$ cat src/rtl/fanout_fork_if.sv
`default_nettype none
// ============================================================================
// Module  : fanout_fork_if
// Purpose : Upstream ready/valid stream plus per-branch fanout handshake bundle.
// Revision: 1.0 - initial release
// ============================================================================
interface fanout_fork_if #(
    parameter int NUM_OUT    = 9,
    parameter int DATA_WIDTH = 16
);
    logic                  in_valid;
    logic [DATA_WIDTH-1:0] in_data;
    logic                  in_ready;
    logic [NUM_OUT-1:0]    out_valid;
    logic [DATA_WIDTH-1:0] out_data;
    logic [NUM_OUT-1:0]    out_ready;

    // master: the fork itself; slave: the upstream producer plus the branch consumers
    modport master (
        input  in_valid,
        input  in_data,
        input  out_ready,
        output in_ready,
        output out_valid,
        output out_data
    );

    modport slave (
        output in_valid,
        output in_data,
        output out_ready,
        input  in_ready,
        input  out_valid,
        input  out_data
    );
endinterface
`default_nettype wire

$ cat src/rtl/fanout_fork.sv
`default_nettype none
// ============================================================================
// Module  : fanout_fork
// Purpose : Broadcasts each upstream token to the enabled branches and retires
//           it once every branch has accepted it.
// Revision: 1.0 - initial release
// ============================================================================
module fanout_fork #(
    parameter int NUM_OUT    = 9,
    parameter int DATA_WIDTH = 16,
    parameter int CNT_WIDTH  = 16
) (
    input  wire logic                 clk,
    input  wire logic                 rst_n,
    input  wire logic [NUM_OUT-1:0]   branch_en,
    fanout_fork_if.master             bus,
    output logic                      busy,
    output logic [CNT_WIDTH-1:0]      tok_count
);

    logic                  valid_q, valid_d;
    logic [DATA_WIDTH-1:0] data_q,  data_d;
    logic [NUM_OUT-1:0]    pend_q,  pend_d;
    logic [CNT_WIDTH-1:0]  cnt_q,   cnt_d;

    logic [NUM_OUT-1:0]    w_out_valid;
    logic [NUM_OUT-1:0]    w_fire;
    logic [NUM_OUT-1:0]    w_left;
    logic                  w_retire;
    logic                  w_in_ready;
    logic                  w_accept;
    logic                  w_any_en;
    logic                  w_load;
    logic                  w_drop;

    assign w_out_valid = {NUM_OUT{valid_q}} & pend_q;
    assign w_fire      = w_out_valid & bus.out_ready;
    assign w_left      = pend_q & ~w_fire;
    assign w_retire    = valid_q & (w_left == '0);
    // Ready looks through to out_ready so a finishing token and a new one share an edge
    assign w_in_ready  = ~valid_q | w_retire;
    assign w_accept    = bus.in_valid & w_in_ready;
    assign w_any_en    = |branch_en;
    assign w_load      = w_accept & w_any_en;
    assign w_drop      = w_accept & ~w_any_en;

    always_comb begin
        valid_d = valid_q;
        data_d  = data_q;
        pend_d  = pend_q;
        if (w_load) begin
            valid_d = 1'b1;
            data_d  = bus.in_data;
            pend_d  = branch_en;
        end else if (w_retire) begin
            valid_d = 1'b0;
            pend_d  = '0;
        end else begin
            pend_d  = w_left;
        end
    end

    // A retiring token and a dropped token in the same cycle are two finished tokens
    always_comb begin
        cnt_d = cnt_q + CNT_WIDTH'(w_retire) + CNT_WIDTH'(w_drop);
    end

    always_ff @(posedge clk or negedge rst_n) begin
        if (!rst_n) begin
            valid_q <= 1'b0;
            data_q  <= '0;
            pend_q  <= '0;
            cnt_q   <= '0;
        end else begin
            valid_q <= valid_d;
            data_q  <= data_d;
            pend_q  <= pend_d;
            cnt_q   <= cnt_d;
        end
    end

    assign bus.in_ready  = w_in_ready;
    assign bus.out_valid = w_out_valid;
    assign bus.out_data  = data_q;
    assign busy          = valid_q;
    assign tok_count     = cnt_q;

endmodule
`default_nettype wire

$ cat src/flat_wrapper.sv
// flat-port wrapper written by rule: the top's interface ports become plain ports
module fanout_fork_flat 
#(
    parameter int NUM_OUT    = 9,
    parameter int DATA_WIDTH = 16,
    parameter int CNT_WIDTH  = 16
)
  (clk, rst_n, branch_en, busy, tok_count, bus_in_valid, bus_in_data, bus_out_ready, bus_in_ready, bus_out_valid, bus_out_data);
  fanout_fork_if #(.NUM_OUT(NUM_OUT), .DATA_WIDTH(DATA_WIDTH)) bus_i ();
  input  wire logic clk;
  input  wire logic rst_n;
  input  wire logic [NUM_OUT-1:0] branch_en;
  output logic busy;
  output logic [CNT_WIDTH-1:0] tok_count;
  input wire logic [$bits(bus_i.in_valid)-1:0] bus_in_valid;
  input wire logic [$bits(bus_i.in_data)-1:0] bus_in_data;
  input wire logic [$bits(bus_i.out_ready)-1:0] bus_out_ready;
  output wire logic [$bits(bus_i.in_ready)-1:0] bus_in_ready;
  output wire logic [$bits(bus_i.out_valid)-1:0] bus_out_valid;
  output wire logic [$bits(bus_i.out_data)-1:0] bus_out_data;
  assign bus_i.in_valid = bus_in_valid;
  assign bus_i.in_data = bus_in_data;
  assign bus_i.out_ready = bus_out_ready;
  assign bus_in_ready = bus_i.in_ready;
  assign bus_out_valid = bus_i.out_valid;
  assign bus_out_data = bus_i.out_data;
  fanout_fork #(.NUM_OUT(NUM_OUT), .DATA_WIDTH(DATA_WIDTH), .CNT_WIDTH(CNT_WIDTH)) u_core (.clk(clk), .rst_n(rst_n), .branch_en(branch_en), .bus(bus_i), .busy(busy), .tok_count(tok_count));
endmodule
$ cat config.mk
export PLATFORM = sky130hd
export DESIGN_NAME = fanout_fork_flat
export DESIGN_NICKNAME = d
export VERILOG_FILES = /design/src/rtl/fanout_fork_if.sv /design/src/rtl/fanout_fork.sv /design/src/flat_wrapper.sv
export SDC_FILE = /design/constraint.sdc
export NUM_CORES = 1
export LEC_CHECK = 0
export BUFFER_PORTS_ARGS = -buffer_cell sky130_fd_sc_hd__buf_2
export CAP_MARGIN = 20
export CORE_MARGIN = 4
export CORE_UTILIZATION = 53
export CTS_BUF_LIST = sky130_fd_sc_hd__clkbuf_4 sky130_fd_sc_hd__clkbuf_8
export CTS_CLUSTER_SIZE = 20
export DETAILED_ROUTE_END_ITERATION = 10
export PLACE_DENSITY = 0.93
export SLEW_MARGIN = 20
export SYNTH_ARGS = -nofsm -noshare
export SYNTH_HDL_FRONTEND = slang
export SYNTH_SLANG_ARGS = --single-unit
$ cat constraint.sdc
create_clock -name clk -period 6.7 [get_ports clk]
set_clock_uncertainty 0.2 [all_clocks]
set_input_delay 0.67 -clock clk [delete_from_list [all_inputs] [get_ports clk]]
set_output_delay 0.67 -clock clk [all_outputs]
set_load 0.03 [all_outputs]
# --- Word level (Yosys, flattened, before mapping) ---
# Index checks and enable logic that the tools add are counted.
# W data, S select, Z words.
totals:
  register_bits: 42
  in_bits: 37
  elab_cells: 24
op_classes:
  n_addsub: 2
  muxes: 4
  bitwise: 11
  n_reduce_logical: 3
ops:
  columns: ["operator", "n"]
  rows:
  - ["$add A16 B1 Y16", 2]
  - ["$and A9 B9 Y9", 3]
  - ["$mux W9", 2]
  - ["$logic_not A9 Y1", 1]
  - ["$not A9 Y9", 1]
  - ["$reduce_or A9 Y1", 1]
  - ["$and A1 B1 Y1", 4]
  - ["$mux W1", 2]
  - ["$not A1 Y1", 2]
  - ["$reduce_bool A2 Y1", 1]
  - ["$or A1 B1 Y1", 1]

# --- Depth between registers and ports, before layout ---
logic_depth:
  depth_word: 10
  ltp_mapped: 11
  ltp_nobuf: 11

# --- Worst setup path before layout ---
# Ideal clock, no wire load.
synth_path:
  path_kind: "input-to-reg"
  from: "input bus_out_ready[0]"
  to: "register u_core.cnt_q[14], in the netlist u_core.tok_count[14]"
  setup_ps: 133
  arrival_time_ps: 2802
  setup_slack_ps: 3564
  path_stages: 11
  path_cell_list: "nand2b_2 o2111ai_4 o31ai_4 nand2_1 nor2_1 fa_1 ha_1 and3_1 nor2b_1 nand3_1 xnor2_1"
synth_via:
  elab_chain_cells: 9
synth_lines:
  columns: ["element", "line", "source"]
  rows:
  - ["from (decl)", "flat_wrapper.sv:17", "input wire logic [$bits(bus_i.out_ready)-1:0] bus_out_ready;"]
  - ["$and A9 B9 Y9", "fanout_fork.sv:37", "assign w_fire = w_out_valid & bus.out_ready;"]
  - ["$not A9 Y9", "fanout_fork.sv:38", "assign w_left = pend_q & ~w_fire;"]
  - ["$and A9 B9 Y9", "fanout_fork.sv:38", null]
  - ["$logic_not A9 Y1", "fanout_fork.sv:39", "assign w_retire = valid_q & (w_left == '0);"]
  - ["$and A1 B1 Y1", "fanout_fork.sv:39", null]
  - ["$or A1 B1 Y1", "fanout_fork.sv:41", "assign w_in_ready = ~valid_q | w_retire;"]
  - ["named net bus_in_ready", "flat_wrapper.sv:18", "output wire logic [$bits(bus_i.in_ready)-1:0] bus_in_ready;"]
  - ["$and A1 B1 Y1", "fanout_fork.sv:42", "assign w_accept = bus.in_valid & w_in_ready;"]
  - ["$and A1 B1 Y1", "fanout_fork.sv:45", "assign w_drop = w_accept & ~w_any_en;"]
  - ["$add A16 B1 Y16", "fanout_fork.sv:65", "cnt_d = cnt_q + CNT_WIDTH'(w_retire) + CNT_WIDTH'(w_drop);"]
  - ["named net u_core.cnt_d[14]", "fanout_fork.sv:24", "logic [CNT_WIDTH-1:0] cnt_q, cnt_d;"]
  - ["to (signal assigned)", "fanout_fork.sv:78", "cnt_q <= cnt_d;"]
  - ["to (decl)", "fanout_fork.sv:24", null]
# The timed path passes the listed nets, and every way through them passes these cells.
# A chain may end at the register's enable or synchronous reset.

# --- Final worst setup path ---
layout_path:
  from: "input bus_out_ready[0]"
  to: "register u_core.cnt_q[14], in the netlist u_core.tok_count[14]"
layout_via:
  elab_chain_cells: 9
layout_lines:
  columns: ["element", "line"]
  rows:
  - ["$and A9 B9 Y9 *", "fanout_fork.sv:37"]
  - ["$not A9 Y9 *", "fanout_fork.sv:38"]
  - ["$and A9 B9 Y9 *", "fanout_fork.sv:38"]
  - ["$logic_not A9 Y1 *", "fanout_fork.sv:39"]
  - ["$and A1 B1 Y1 *", "fanout_fork.sv:39"]
  - ["branches (longest 3 deep; another with $add A16 B1 Y16)", null]
  - ["$add A16 B1 Y16 *", "fanout_fork.sv:65"]
  - ["named net u_core.cnt_d[14]", "fanout_fork.sv:24"]
# Mark *: on every way through the listed nets, which the timed path passes.

==> results by group <==
CTS
  • Hold_buf cts: 0
  • PostCTS Resize Cnt: 0
  • CTS Buffer Depth: 2
  • Clk_lat worst skew: 290 ps
  • Worst-path clk slew: 70 ps
  • CTS buffer count: 5
  • CTS tree: done
  • CTS Sinks: 42
  • Setup Fix Bufs, Post-CTS: 0
  • Root Driver: clkbuf_8
  • Number of H-tree levels: 2

Logic synthesis
  • XOR/XNOR Fraction of Synth Area: 6.27%
  • Post-synthesis sequential area ratio: 53.7%
  • Synth Area in Compound Gates: 7.67%
  • Synth top area share: 53.7%
  • Post-synth design cell area: 1960 sq um
  • Synth top area cells: dfrtp_1, mux2_4, xnor2_1
  • Area leader, netlist: dfrtp_1
  • Adder-Cell Fraction of Synth Area: 1.66%
  • Simple-gate area share of the yosys netlist: 16.2%
  • Synth Warn #: 0
  • Mux contribution to synthesized area: 12.7%
  • Avg Synthesized Cell Area: 12.5 sq um
  • Largest family of logic cells by synthesized area: simple AND/OR/NAND/NOR gates
  • Cell variety after synth: 33
  • Yosys reg bits: 42
  • Syn nets: 195
  • Post-Synthesis Cells: 156

Floorplanning
  • Die area: 4730 sq um
  • Die width: 68.8 microns
  • Die Y: 68.8 microns
  • Ports: 80
  • Starting Density: 56.9%
  • Core footprint: 3440 sq um
  • Rows: 21

Final layout
  • Fillers: 274
  • FF+latch area: 1050 sq um
  • Synthesis-to-finish area growth: 27.6%
  • Final instance area: 2500 sq um
  • Fin nets: 276
  • Antenna Cells: 0
  • Layout cells sized above 1: 45.8%
  • Area of the multi-input gates: 871 sq um

Worst setup path
  • Arrival time at the worst endpoint: 2880 ps
  • Crit path largest cell delay: 410 ps
  • Cells on worst reg2reg path: 9
  • Critical Path RT: 6680 ps
  • Register-to-register setup slack: 3850 ps
  • Crit path max-delay cell type: o31ai_4
  • CP endpoint kind: register
  • Crit Path Max Fanout: 7
  • Worst setup SP type: primary input
  • Setup Crit Path Kind: in -> reg
  • RR Endpoint: u_core.tok_count[14]
  • CP cell instances: buf_2 > nand2b_2 > o2111ai_4 > o31ai_4 > nand2_1 > nor2_1 > fa_1 > ha_1 > and3_1 > nor2b_1 > nand3_1 > xnor2_1
  • Reg-to-Reg Start: u_core.busy

Drt
  • DRC Markers: 0
  • Initial DRC count: 90
  • DR vias/cell: 5.24
  • Length of the first detailed-routing pass in iterations: 4
  • WL per Instance: 15.2 microns
  • Antenna Nets Post-Route: 0
  • Drt total wl: 4.32 mm
  • Vias: 1489

Job
  • Max Cap Violations: 0

Timing
  • Setup Viol. Count Final: 0
  • Worst-Margin Slew: 881 ps
  • Worst slew margin: 41.3%
  • Tmin final: 2900 ps
  • Hold Vio Cnt, Final: 0
  • TNS Setup: 0 ps
  • Peak Freq: 0.345 GHz
  • Tcrit/Tclk final: 43.3%
  • Final slew viol count: 0
  • RSZ-0062 raised after global routing: false

Global route
  • Initial antenna violation count: 0
  • Pin count of the biggest net entering global routing: 43
  • Grt ovf: 0
  • First-pass GRT wire length: 6.51 mm
  • Vias in the first global route: 1376
  • GRT Total Usage: 19.2%

Place
  • Area after DPL: 2380 sq um
  • DP HPWL: 3.37 mm
  • PortBufs: 79
  • GPL Wtd Cong: 0.786

Min path
  • Path category of the worst min-delay check: in -> async

Power and ir drop
  • Leak: 1.29 nW
  • Pwr/cell area: 487 nW/um^2
  • Peak supply drop: 0.000271 V

Status
  • Status: finished clean
==> routing by layer <==
metal | vias up | track usage (%) | wire (microns) | part of all wire (%)
li1 | 704 | - | - | -
met1 | 705 | 24.3 | 1700 | 39
met2 | 74 | 31.2 | 2160 | 50
met3 | 6 | 3.24 | 398 | 9.2
met4 | 0 | 10.5 | 63 | 1.5
met5 | - | 0 | 0 | 0
==> synthesized netlist by cell type <==
cell type,count
a32o_1,8
a32oi_1,1
and2_0,1
and2_1,11
and3_1,3
and4_1,1
buf_2,1
buf_6,1
clkbuf_1,3
dfrtp_1,42
fa_1,1
ha_1,1
inv_1,1
inv_2,1
mux2_2,6
mux2_4,10
mux2i_1,3
nand2_1,15
nand2_4,1
nand2b_1,5
nand2b_2,2
nand3_1,6
nand4_1,2
nor2_1,7
nor2b_1,2
nor3_1,1
nor4_1,2
o2111ai_1,1
o2111ai_4,1
o21ai_0,1
o31ai_4,1
xnor2_1,10
xor2_1,4
==> power by group <==
part / switching [W] / internal, W / total, W
Combinational: 0.000358 / 0.000232 / 0.000589
Clock: 0.0000814 / 0.000115 / 0.000197
Sequential: 0.0000845 / 0.000346 / 0.000430
==> worst max-delay path: cells and delay by family <==
family | cells | cell delay [ps]
AOI/OAI and AO/OA | 2 | 560
xor gates and xnor gates | 1 | 130
adders and majority gates | 2 | 510
buffers and inverters | 1 | 90
and+or+nand+nor | 6 | 910
==> final cells by class <==
class / count / area share (%)
multi-input combinational: 107 / 34.9
sequential: 42 / 42.1
timing repair buffer: 79 / 15.8
tap: 46 / 2.31
inverter: 2 / 0.301
clock inverter: 2 / 1.50
clock buffer: 6 / 3.06
==> worst max path at each step <==
stage                     startpoint              endpoint  slack (ps)  depth (start not counted)
floorplan           bus_out_ready[0]  u_core.tok_count[14]        3560                         11
global placement    bus_out_ready[0]  u_core.tok_count[14]        3580                         12
detailed placement  bus_out_ready[0]  u_core.tok_count[14]        3470                         12
CTS                 bus_out_ready[0]  u_core.tok_count[14]        3800                         12
global route        bus_out_ready[0]  u_core.tok_count[14]        3590                         12
finish              bus_out_ready[0]  u_core.tok_count[14]        3800                         12
==> registers in the layout, summed over array words and instances, names as in the netlist <==
signal / count
u_core.bus.out_data: 16
u_core.tok_count: 16
u_core.pend_q: 9
u_core.busy: 1
==> cells by family after synthesis <==
kind of cell             count (synthesis)
multiplexers                            19
XOR/XNOR                                14
AND/OR/NAND/NOR                         59
AO/OA/AOI/OAI                           13
buffers and inverters                    7
adder cells (fa/ha/maj)                  2
flip-flops                              42
==> cell usage in the layout, fill, tap and decap left out, types with 2 or more instances in the layout <==
master    synthesis  layout
clkbuf_8          0       5
buf_2             1      79
nor4_1            2       2
mux2_4           10      10
nand2_1          15      15
nand3_1           6       6
nand2b_1          5       5
xor2_1            4       4
nor2_1            7       7
a32o_1            8       8
mux2i_1           3       3
dfrtp_1          42      42
and2_1           11      11
xnor2_1          10      10
nand2b_2          2       2
and3_1            3       3
nor2b_1           2       2
mux2_2            6       6
nand4_1           2       2
==> stage by stage <==
step / total power (W) / hold WS, ps / utilization, % / instances / worst slack [ps]
finish: 0.00122 / 296 / 72.5 / 284 / 3800
global route: 0.00129 / 318 / 72.5 / 284 / 3590
global placement: 0.00101 / 257 / 69.2 / 276 / 3580
floorplan: 0.000862 / 174 / - / 156 / 3560
detailed placement: 0.00103 / 281 / 69.2 / 276 / 3470
CTS: 0.00123 / 299 / 72.5 / 284 / 3800
No activity file was read; power rests on OpenSTA's default activity.
